$ cat config.mk
export PLATFORM = sky130hd
export DESIGN_NAME = calc_ctrl
export DESIGN_NICKNAME = d
export VERILOG_FILES = /design/src/rtl/calc_pkg.sv /design/src/rtl/calc_digit_acc.sv /design/src/rtl/calc_ctrl.sv
export SDC_FILE = /design/constraint.sdc
export NUM_CORES = 1
export LEC_CHECK = 0
export ABC_CLOCK_PERIOD_IN_PS = 4000
export CAP_MARGIN = 25
export CORE_ASPECT_RATIO = 2
export CORE_MARGIN = 2
export CORE_UTILIZATION = 40
export CTS_BUF_LIST = sky130_fd_sc_hd__clkbuf_8
export DETAILED_ROUTE_END_ITERATION = 8
export DONT_BUFFER_PORTS = 1
export SLEW_MARGIN = 20
export SYNTH_ARGS = -nofsm -noshare
export SYNTH_HDL_FRONTEND = slang
export SYNTH_SLANG_ARGS = --single-unit
$ cat constraint.sdc
create_clock -name IN_clk -period 4 [get_ports IN_clk]
set_input_delay 0.4 -clock IN_clk [delete_from_list [all_inputs] [get_ports IN_clk]]
set_output_delay 0.4 -clock IN_clk [all_outputs]
set_load 0.1 [all_outputs]
$ cat src/rtl/calc_pkg.sv
// rtl/calc_pkg.sv - key codes, ALU select, compare codes and sequencer states for calc_ctrl.
package calc_pkg;

    localparam logic [3:0] KEY_ADD = 4'hA;
    localparam logic [3:0] KEY_SUB = 4'hB;
    localparam logic [3:0] KEY_AND = 4'hC;
    localparam logic [3:0] KEY_OR  = 4'hD;
    localparam logic [3:0] KEY_CMP = 4'hE;
    localparam logic [3:0] KEY_EQ  = 4'hF;

    localparam logic [3:0] ALU_IDLE = 4'h0;

    localparam logic [7:0] CMP_EQ = 8'h00;
    localparam logic [7:0] CMP_LT = 8'h01;
    localparam logic [7:0] CMP_GT = 8'h02;

    typedef enum logic [1:0] {
        ST_ENTRY_A = 2'd0,
        ST_ENTRY_B = 2'd1,
        ST_EXEC    = 2'd2,
        ST_SHOW    = 2'd3
    } state_t;

endpackage

$ cat src/rtl/calc_digit_acc.sv
// rtl/calc_digit_acc.sv - combinational decimal entry step: cur*10 + digit with 8-bit overflow flag.
module calc_digit_acc (
    input  logic [7:0] cur,
    input  logic [3:0] digit,
    output logic [7:0] acc_next,
    output logic       ovf
);

    logic [11:0] wide;

    // 255*10 + 9 = 2559 fits in 12 bits, so the upper nibble is an exact overflow test.
    assign wide     = ({4'd0, cur} * 12'd10) + {8'd0, digit};
    assign acc_next = wide[7:0];
    assign ovf      = |wide[11:8];

endmodule

$ cat src/rtl/calc_ctrl.sv
// rtl/calc_ctrl.sv - keypad sequencer driving the 8-bit calculator ALU; CALC_CHAIN_EN lets an operator in SHOW chain the result.
module calc_ctrl
    import calc_pkg::*;
(
    input  logic       IN_clk,
    input  logic       IN_rst_n,
    input  logic       IN_key_valid,
    input  logic [3:0] IN_key_code,
    output logic [3:0] OUT_alu_cs,
    output logic [7:0] OUT_alu_a,
    output logic [7:0] OUT_alu_b,
    output logic       OUT_alu_carry_in,
    input  logic [7:0] IN_alu_s,
    input  logic       IN_alu_zero,
    input  logic       IN_alu_carry_out,
    output logic [7:0] OUT_display,
    output logic       OUT_neg,
    output logic       OUT_busy,
    output logic       OUT_err
);

    state_t     state, state_n;
    logic [7:0] a, b, result;
    logic [3:0] op;
    logic       neg, err, b_entered;

    logic       take, is_digit, is_op, is_eq;
    logic [7:0] acc_cur, acc_next;
    logic       acc_ovf;

    assign take     = IN_key_valid && (state != ST_EXEC);
    assign is_digit = (IN_key_code <= 4'd9);
    assign is_eq    = (IN_key_code == KEY_EQ);
    assign is_op    = !is_digit && !is_eq;

    assign acc_cur = (state == ST_ENTRY_B) ? b : a;

    calc_digit_acc u_acc (
        .cur      (acc_cur),
        .digit    (IN_key_code),
        .acc_next (acc_next),
        .ovf      (acc_ovf)
    );

    always_ff @(posedge IN_clk) begin
        if (!IN_rst_n) begin
            state <= ST_ENTRY_A;
        end else begin
            state <= state_n;
        end
    end

    always_comb begin
        state_n     = state;
        OUT_alu_cs  = ALU_IDLE;
        OUT_busy    = 1'b0;
        OUT_neg     = 1'b0;
        OUT_display = a;
        case (state)
            ST_ENTRY_A: begin
                if (take && is_op) state_n = ST_ENTRY_B;
            end
            ST_ENTRY_B: begin
                OUT_display = b_entered ? b : a;
                if (take && is_eq) state_n = ST_EXEC;
            end
            ST_EXEC: begin
                // Registers are frozen here, so the ENTRY_B view is the previous display.
                OUT_display = b_entered ? b : a;
                OUT_alu_cs  = op;
                OUT_busy    = 1'b1;
                state_n     = ST_SHOW;
            end
            ST_SHOW: begin
                OUT_display = result;
                OUT_neg     = neg;
                if (take && is_digit) state_n = ST_ENTRY_A;
`ifdef CALC_CHAIN_EN
                if (take && is_op) state_n = ST_ENTRY_B;
`endif
            end
            default: state_n = ST_ENTRY_A;
        endcase
    end

    always_ff @(posedge IN_clk) begin
        if (!IN_rst_n) begin
            a         <= 8'd0;
            b         <= 8'd0;
            op        <= ALU_IDLE;
            result    <= 8'd0;
            neg       <= 1'b0;
            err       <= 1'b0;
            b_entered <= 1'b0;
        end else begin
            case (state)
                ST_ENTRY_A: begin
                    if (take && is_digit) begin
                        if (acc_ovf) err <= 1'b1;
                        else         a   <= acc_next;
                    end else if (take && is_op) begin
                        op        <= IN_key_code;
                        b         <= 8'd0;
                        b_entered <= 1'b0;
                    end
                end
                ST_ENTRY_B: begin
                    if (take && is_digit) begin
                        if (acc_ovf) begin
                            err <= 1'b1;
                        end else begin
                            b         <= acc_next;
                            b_entered <= 1'b1;
                        end
                    end else if (take && is_op && !b_entered) begin
                        op <= IN_key_code;
                    end
                end
                ST_EXEC: begin
                    result <= IN_alu_s;
                    neg    <= 1'b0;
                    case (op)
                        KEY_SUB: neg <= IN_alu_carry_out;
                        KEY_ADD: if (IN_alu_carry_out) err <= 1'b1;
                        KEY_CMP: begin
                            if (IN_alu_zero && (IN_alu_s == 8'h00)) result <= CMP_EQ;
                            else if (IN_alu_carry_out)              result <= CMP_LT;
                            else                                    result <= CMP_GT;
                        end
                        default: ;
                    endcase
                end
                ST_SHOW: begin
                    if (take && is_digit) begin
                        a         <= {4'd0, IN_key_code};
                        b         <= 8'd0;
                        neg       <= 1'b0;
                        err       <= 1'b0;
                        b_entered <= 1'b0;
                    end
`ifdef CALC_CHAIN_EN
                    else if (take && is_op) begin
                        // Negative subtract results chain as their magnitude.
                        a         <= result;
                        b         <= 8'd0;
                        neg       <= 1'b0;
                        b_entered <= 1'b0;
                        op        <= IN_key_code;
                    end
`endif
                end
                default: ;
            endcase
        end
    end

    assign OUT_alu_a        = a;
    assign OUT_alu_b        = b;
    assign OUT_alu_carry_in = 1'b0;
    assign OUT_err          = err;

endmodule

==> results_dict.tcl, run 1 <==
set metrics [dict create \
    start_kind "flop" \
    synth-simple-area-share_pct 25.97 \
    critPathCaptureType "flop" \
    synth_top_family_by_area "simple AND/OR/NAND/NOR gates" \
    crit_path_max_fanout 12 \
    drc 0 \
    hold_path_startpoint "IN_rst_n" \
    synth_compound_area_share_pct 20.73 \
    row_count 41 \
    timing.rr.start "state[1]$_SDFFE_PN0P_" \
    tightest_slew_ns 1.009 \
    synthArstFlopShare_pct 0 \
    die_width_microns 60.56 \
    cts_max_level 2 \
    start_util_pct 40.88 \
    final_hold_viol_count 0 \
    drtIter0Drc 155 \
    syn_avg_cell_area_sq_um 8.072 \
    grt_pass1_vias 2334 \
    yosys-mux-area-fraction_pct 7.042 \
    rsz0062_at_grt "false" \
    diodes 0 \
    vias 2395 \
    power.density_nw_per_um2 684.0 \
    status "completed" \
    max_cap_viol_count 0 \
    fmax_mhz 267.4 \
    synth-xor-area-share_pct 2.054 \
    critical_path_arrival_ns 3.96 \
    ant_nets 0 \
    cts_resized 0 \
    hold_ws_ns 0.2607 \
    overflow 0 \
    final_nets 363 \
    synthFlopType "dfxtp_1" \
    period_needed_ns 3.740 \
    yosysSeqAreaShare_pct 25.82 \
    fin_crit_sh_pct 93.49 \
    pin_count 49 \
    hold_buffers 0 \
    final.setup_skew_ns 0.009518 \
    dieHeight_microns 117.1 \
    floorplan.core_area_sq_um 6259 \
    yosys_warnings 0 \
    slew_headroom_pct 32.62 \
    hpwlAfterDp_microns 6221 \
    area_growth_pct 10.81 \
    wl_per_cell_microns 18.89 \
    grt_util_all_layers_pct 23.35 \
    synthCells 317 \
    p_leak_nw 1.242 \
    cts_tree "yes" \
    hold_path_class "in -> reg" \
    root_buffer "clkbuf_8" \
    synth_adder_area_share_pct 10.86 \
    finalWeightedCongestion 0.8520 \
    irDropWorstVdd_uv 237.1 \
    crit_start "state[1]$_SDFFE_PN0P_" \
    grt_max_degree 49 \
    drv_slew 0 \
    postRouteWirelength_microns 7763 \
    die_area_sq_um 7092 \
    numCtsBuffers 5 \
    required_ns 4.22 \
    criticalPathCategory "reg -> reg" \
    clock_latency_ns 0.30 \
    ys_ff_latch 33 \
    synth_fp_nets 355 \
    layout-drive-gt1-share_pct 12.62 \
    synth_area_sq_um 2559 \
    post_cts_buffers 0 \
    final_core_util_pct 45.30 \
    grt_pass1_wl_microns 11790 \
    antenna_found_initial 0 \
    cts.sinks 33 \
    synth_cell_types 55 \
    via_per_inst 5.827 \
    cts_max_path_buffers 2 \
    first_pass_iters 4 \
    path_clk_slew_ns 0.07 \
    port_buffers 0 \
    finalSetupTns_ns 0 \
    setup_violations 0 \
    synth_edf_count 0 \
]
[critical path: stages (launching register included)]
cell and delay [ns]:
dfxtp_1 0.34, inv_1 0.09, ha_1 0.38, mux2_2 0.41, ha_1 0.29, ha_1 0.24
fa_1 0.42, xor2_1 0.24, nand3_1 0.14, nor4_2 0.21, mux2_4 0.42, and2_1 0.23
a221oi_2 0.24
[kinds of logic after synthesis]
logic type                 Yosys count
and+or+nand+nor                    124
AOI/OAI and AO/OA                   69
buffers and inverters               46
DFF                                 33
adders and majority gates           21
muxes                               17
xor gates and xnor gates             6
other                                1
[where the power goes]
part	leakage, nW	internal, mW	switching [mW]
Sequential	0.268	0.386	0.0788
Clock	0.0485	0.134	0.124
Combinational	0.926	0.336	0.881
[final cells by class]
cell class / count / area, sq um
Timing Repair Buffer: 23 / 172.7
Fill cell: 686 / 3423
Tap cell: 86 / 107.6
Inverter: 24 / 90.09
Clock buffer: 6 / 82.58
Multi-Input combinational cell: 238 / 1718
Sequential cell: 33 / 660.6
Clock inverter: 1 / 3.754
[state kept, by name (all words and copies together), names as in the netlist]
name,flops
OUT_err,1
result,8
OUT_alu_b,8
neg,1
op,4
b_entered,1
state,2
OUT_alu_a,8
[synthesized netlist by cell type, types with 4 or more instances]
library cell   n  area, sq um
a21boi_0       7        52.55
o21ai_0       11        55.05
dfxtp_1       33        660.6
a21oi_1        8        40.04
and2_1         8        50.05
xor2_1         5        43.79
clkbuf_1      16        60.06
inv_1         24        90.09
o22ai_1        8        50.05
o221ai_1       4        35.03
ha_1          19        237.7
nor2b_1       11        68.82
mux2i_1       12        120.1
nand2b_1      12        75.07
nand3_1       16        80.08
a222oi_1       7        70.07
nor2_1         7        26.28
mux2_2         4        45.04
and3_1         7        43.79
nor3_1         5        25.02
nand2_1       42        157.7
[cell usage in the layout, fill, tap and decap left out, types with 11 or more instances in the layout]
| cell | n |
|---|---|
| nand2b_1 | 12 |
| nand2_1 | 42 |
| inv_1 | 25 |
| buf_4 | 23 |
| mux2i_1 | 12 |
| o21ai_0 | 11 |
| nand3_1 | 16 |
| dfxtp_1 | 33 |
| ha_1 | 18 |
| nor2b_1 | 11 |
[stage by stage]
step | instance area (sq um) | worst slack (ns) | total power, mW | cells
finish | 2835 | 0.2604 | 1.939 | 411
global route | 2835 | 0.04481 | 2.046 | 411
CTS | 2835 | 0.2731 | 1.941 | 411
detailed placement | 2749 | 0.2855 | 1.685 | 404
global placement | 2749 | 0.4029 | 1.672 | 404
floorplan | 2559 | 0.2733 | 1.452 | 317
[path summary, 6_finish.rpt]
| path | cells past startpoint | end | slack, ns |
|---|---|---|---|
| hold reg to reg | 2 | result[3]$_SDFFE_PN0P_ | 0.49 |
| setup / recovery | 12 | OUT_err$_SDFFE_PN0P_ | 0.26 |
| setup reg to reg | 12 | OUT_err$_SDFFE_PN0P_ | 0.26 |
| hold / removal | 1 | state[1]$_SDFFE_PN0P_ | 0.26 |
[metal layers]
metal  part of all wire [%]  track usage [%]
met5                      0                0
met4                    7.7            19.28
met1                     32            20.98
met3                    5.0            5.055
met2                     55            42.10
No activity file was read; power rests on OpenSTA's default activity.
==> inputs of run 2 (changes only) <==
RECOVER_POWER = 50   (was default)
==> run 2 against run 1 <==
  * The run now ends with max-capacitance violations, max-slew violations left
  * Clock power is essentially flat
  * Power shrank 0.66%
  * Via count grew 0.71%
  * Setup slack lost 0.017 ns
  * Utilization shrank 1.0 points
  * Combinational power is essentially flat
  * Non-clock buffer count is the same
  * Sequential power is essentially flat
  * Worst hold slack gained 0.0033 ns
  * Register-to-register slack lost 0.02 ns
  * Critical path type unchanged
  * Largest cell class unchanged
  * Highest routed layer unchanged
==> results_dict.tcl, run 2 (same netlist as run 1, synthesis figures left out) <==
set metrics [dict create \
    stdcell_count 411 \
    hold_path_class "in -> reg" \
    tightest_slew_ns 1.963 \
    start_util_pct 40.88 \
    irDropWorstVdd_uv 240.6 \
    vias 2412 \
    hpwlAfterDp_microns 6221 \
    dieHeight_microns 117.1 \
    status "finished, violations left" \
    period_needed_ns 3.757 \
    final_hold_viol_count 0 \
    crit_start "state[1]$_SDFFE_PN0P_" \
    first_pass_iters 5 \
    critPathCaptureType "flop" \
    grt_pass1_vias 2334 \
    finalSetupTns_ns 0 \
    cts_max_level 2 \
    finalWeightedCongestion 0.8520 \
    die_width_microns 60.56 \
    post_cts_buffers 0 \
    root_buffer "clkbuf_8" \
    critPathMaxStageDelay_ns 0.43 \
    diodes 0 \
    worst_path_max_delay_cell "mux2_4" \
    cts.sinks 33 \
    fmax_mhz 266.2 \
    numCtsBuffers 5 \
    final_nets 363 \
    dp_slack_ns 0.2855 \
    path_cells "inv_1 -> ha_1 -> mux2_2 -> ha_1 -> ha_1 -> fa_1 -> xor2_1 -> nand3_1 -> nor4_2 -> mux2_4 -> a22oi_4 -> mux2i_1" \
    critical_path_arrival_ns 3.98 \
    failed_checks "max-capacitance violations, max-slew violations" \
    holdPathStages 1 \
    r2r-end "OUT_alu_a[2]$_SDFFE_PN0P_" \
    clock_latency_ns 0.30 \
    postRouteWirelength_microns 7817 \
    path_clk_slew_ns 0.07 \
    regToRegSetupSlack_ns 0.24 \
    r2r.worst_path.cells 12 \
    drc 0 \
    wl_per_cell_microns 19.02 \
    final_common_cell "nand2_1" \
    max_cap_viol_count 1 \
    min_to "state[1]$_SDFFE_PN0P_" \
    grt_pass1_wl_microns 11790 \
    start_kind "flop" \
    cts_resized 0 \
    cts_max_path_buffers 2 \
    slew_headroom_pct -30.87 \
    setup_violations 0 \
    area_growth_pct 8.362 \
    final_core_util_pct 44.30 \
    final_cell_mix "nand2_1, dfxtp_1, inv_1" \
    critPathTopFamily "adder cells" \
    timing.final.ws_setup_ns 0.2430 \
    hold_buffers 0 \
    power.density_nw_per_um2 694.8 \
    final.setup_skew_ns 0.009210 \
    p_leak_nw 1.174 \
    grt_max_degree 49 \
    dp_cells 404 \
    floorplan.core_area_sq_um 6259 \
    rsz0062_at_grt "false" \
    layout-drive-gt1-share_pct 7.385 \
    cpMostUsedCell "ha_1" \
    cts_tree "yes" \
    hold_path_startpoint "IN_rst_n" \
    ant_nets 0 \
    drtIter0Drc 133 \
    critPathBufInv 1 \
    timing.rr.start "state[1]$_SDFFE_PN0P_" \
    via_per_inst 5.869 \
    drv_slew 24 \
    criticalPathCategory "reg -> reg" \
    pin_count 49 \
    antenna_found_initial 0 \
    grt_util_all_layers_pct 23.35 \
    die_area_sq_um 7092 \
    required_ns 4.22 \
    overflow 0 \
    port_buffers 0 \
    fin_crit_sh_pct 93.92 \
    power_mw 1.927 \
    row_count 41 \
    crit_path_max_fanout 12 \
]
## run 2: cell types whose count changed in the layout (fill, tap and decap cells not counted), sizes merged
cell	previous run	this run
clkbuf	6	22
buf	23	7
## run 2: how the worst max path moves through the flow
stage	to	slack, ns	depth (start not counted)
after detailed placement	OUT_err$_SDFFE_PN0P_	0.29	12
after global routing	OUT_alu_a[6]$_SDFFE_PN0P_	0.05	12
after global placement	OUT_err$_SDFFE_PN0P_	0.40	12
after floorplan	OUT_alu_a[2]$_SDFFE_PN0P_	0.27	15
final	OUT_alu_a[2]$_SDFFE_PN0P_	0.24	12
after CTS	OUT_err$_SDFFE_PN0P_	0.27	12
## run 2: power by group
part	switching, mW	leakage [nW]	total [mW]	internal [mW]
combinational	0.887	0.858	1.20	0.316
clock	0.126	0.0485	0.260	0.134
sequential	0.0781	0.268	0.464	0.386
## run 2: layout make-up
type                    count  area, sq um
fillers                   704         3486
flip-flops and latches     33        660.6
repair buffers             23        112.6
clock inverters             1        3.754
multi-input cells         238         1715
well taps                  86        107.6
clock buffers               6        82.58
inverters                  24        90.09
## run 2: metal layers
metal	GRT usage, %	routed length, microns	vias up
met5	0	0	-
met2	42.10	4377	94
met1	20.98	2479	1145
met4	19.28	554	0
li1	-	-	1145
met3	5.055	405	28
## run 2: through the flow
stage	instance area, sq um	hold slack (ns)
CTS	2835	0.2336
detailed placement	2749	0.4741
global route	2773	0.2452
global placement	2749	0.4690
finish	2773	0.2640
floorplan	2559	0.4529
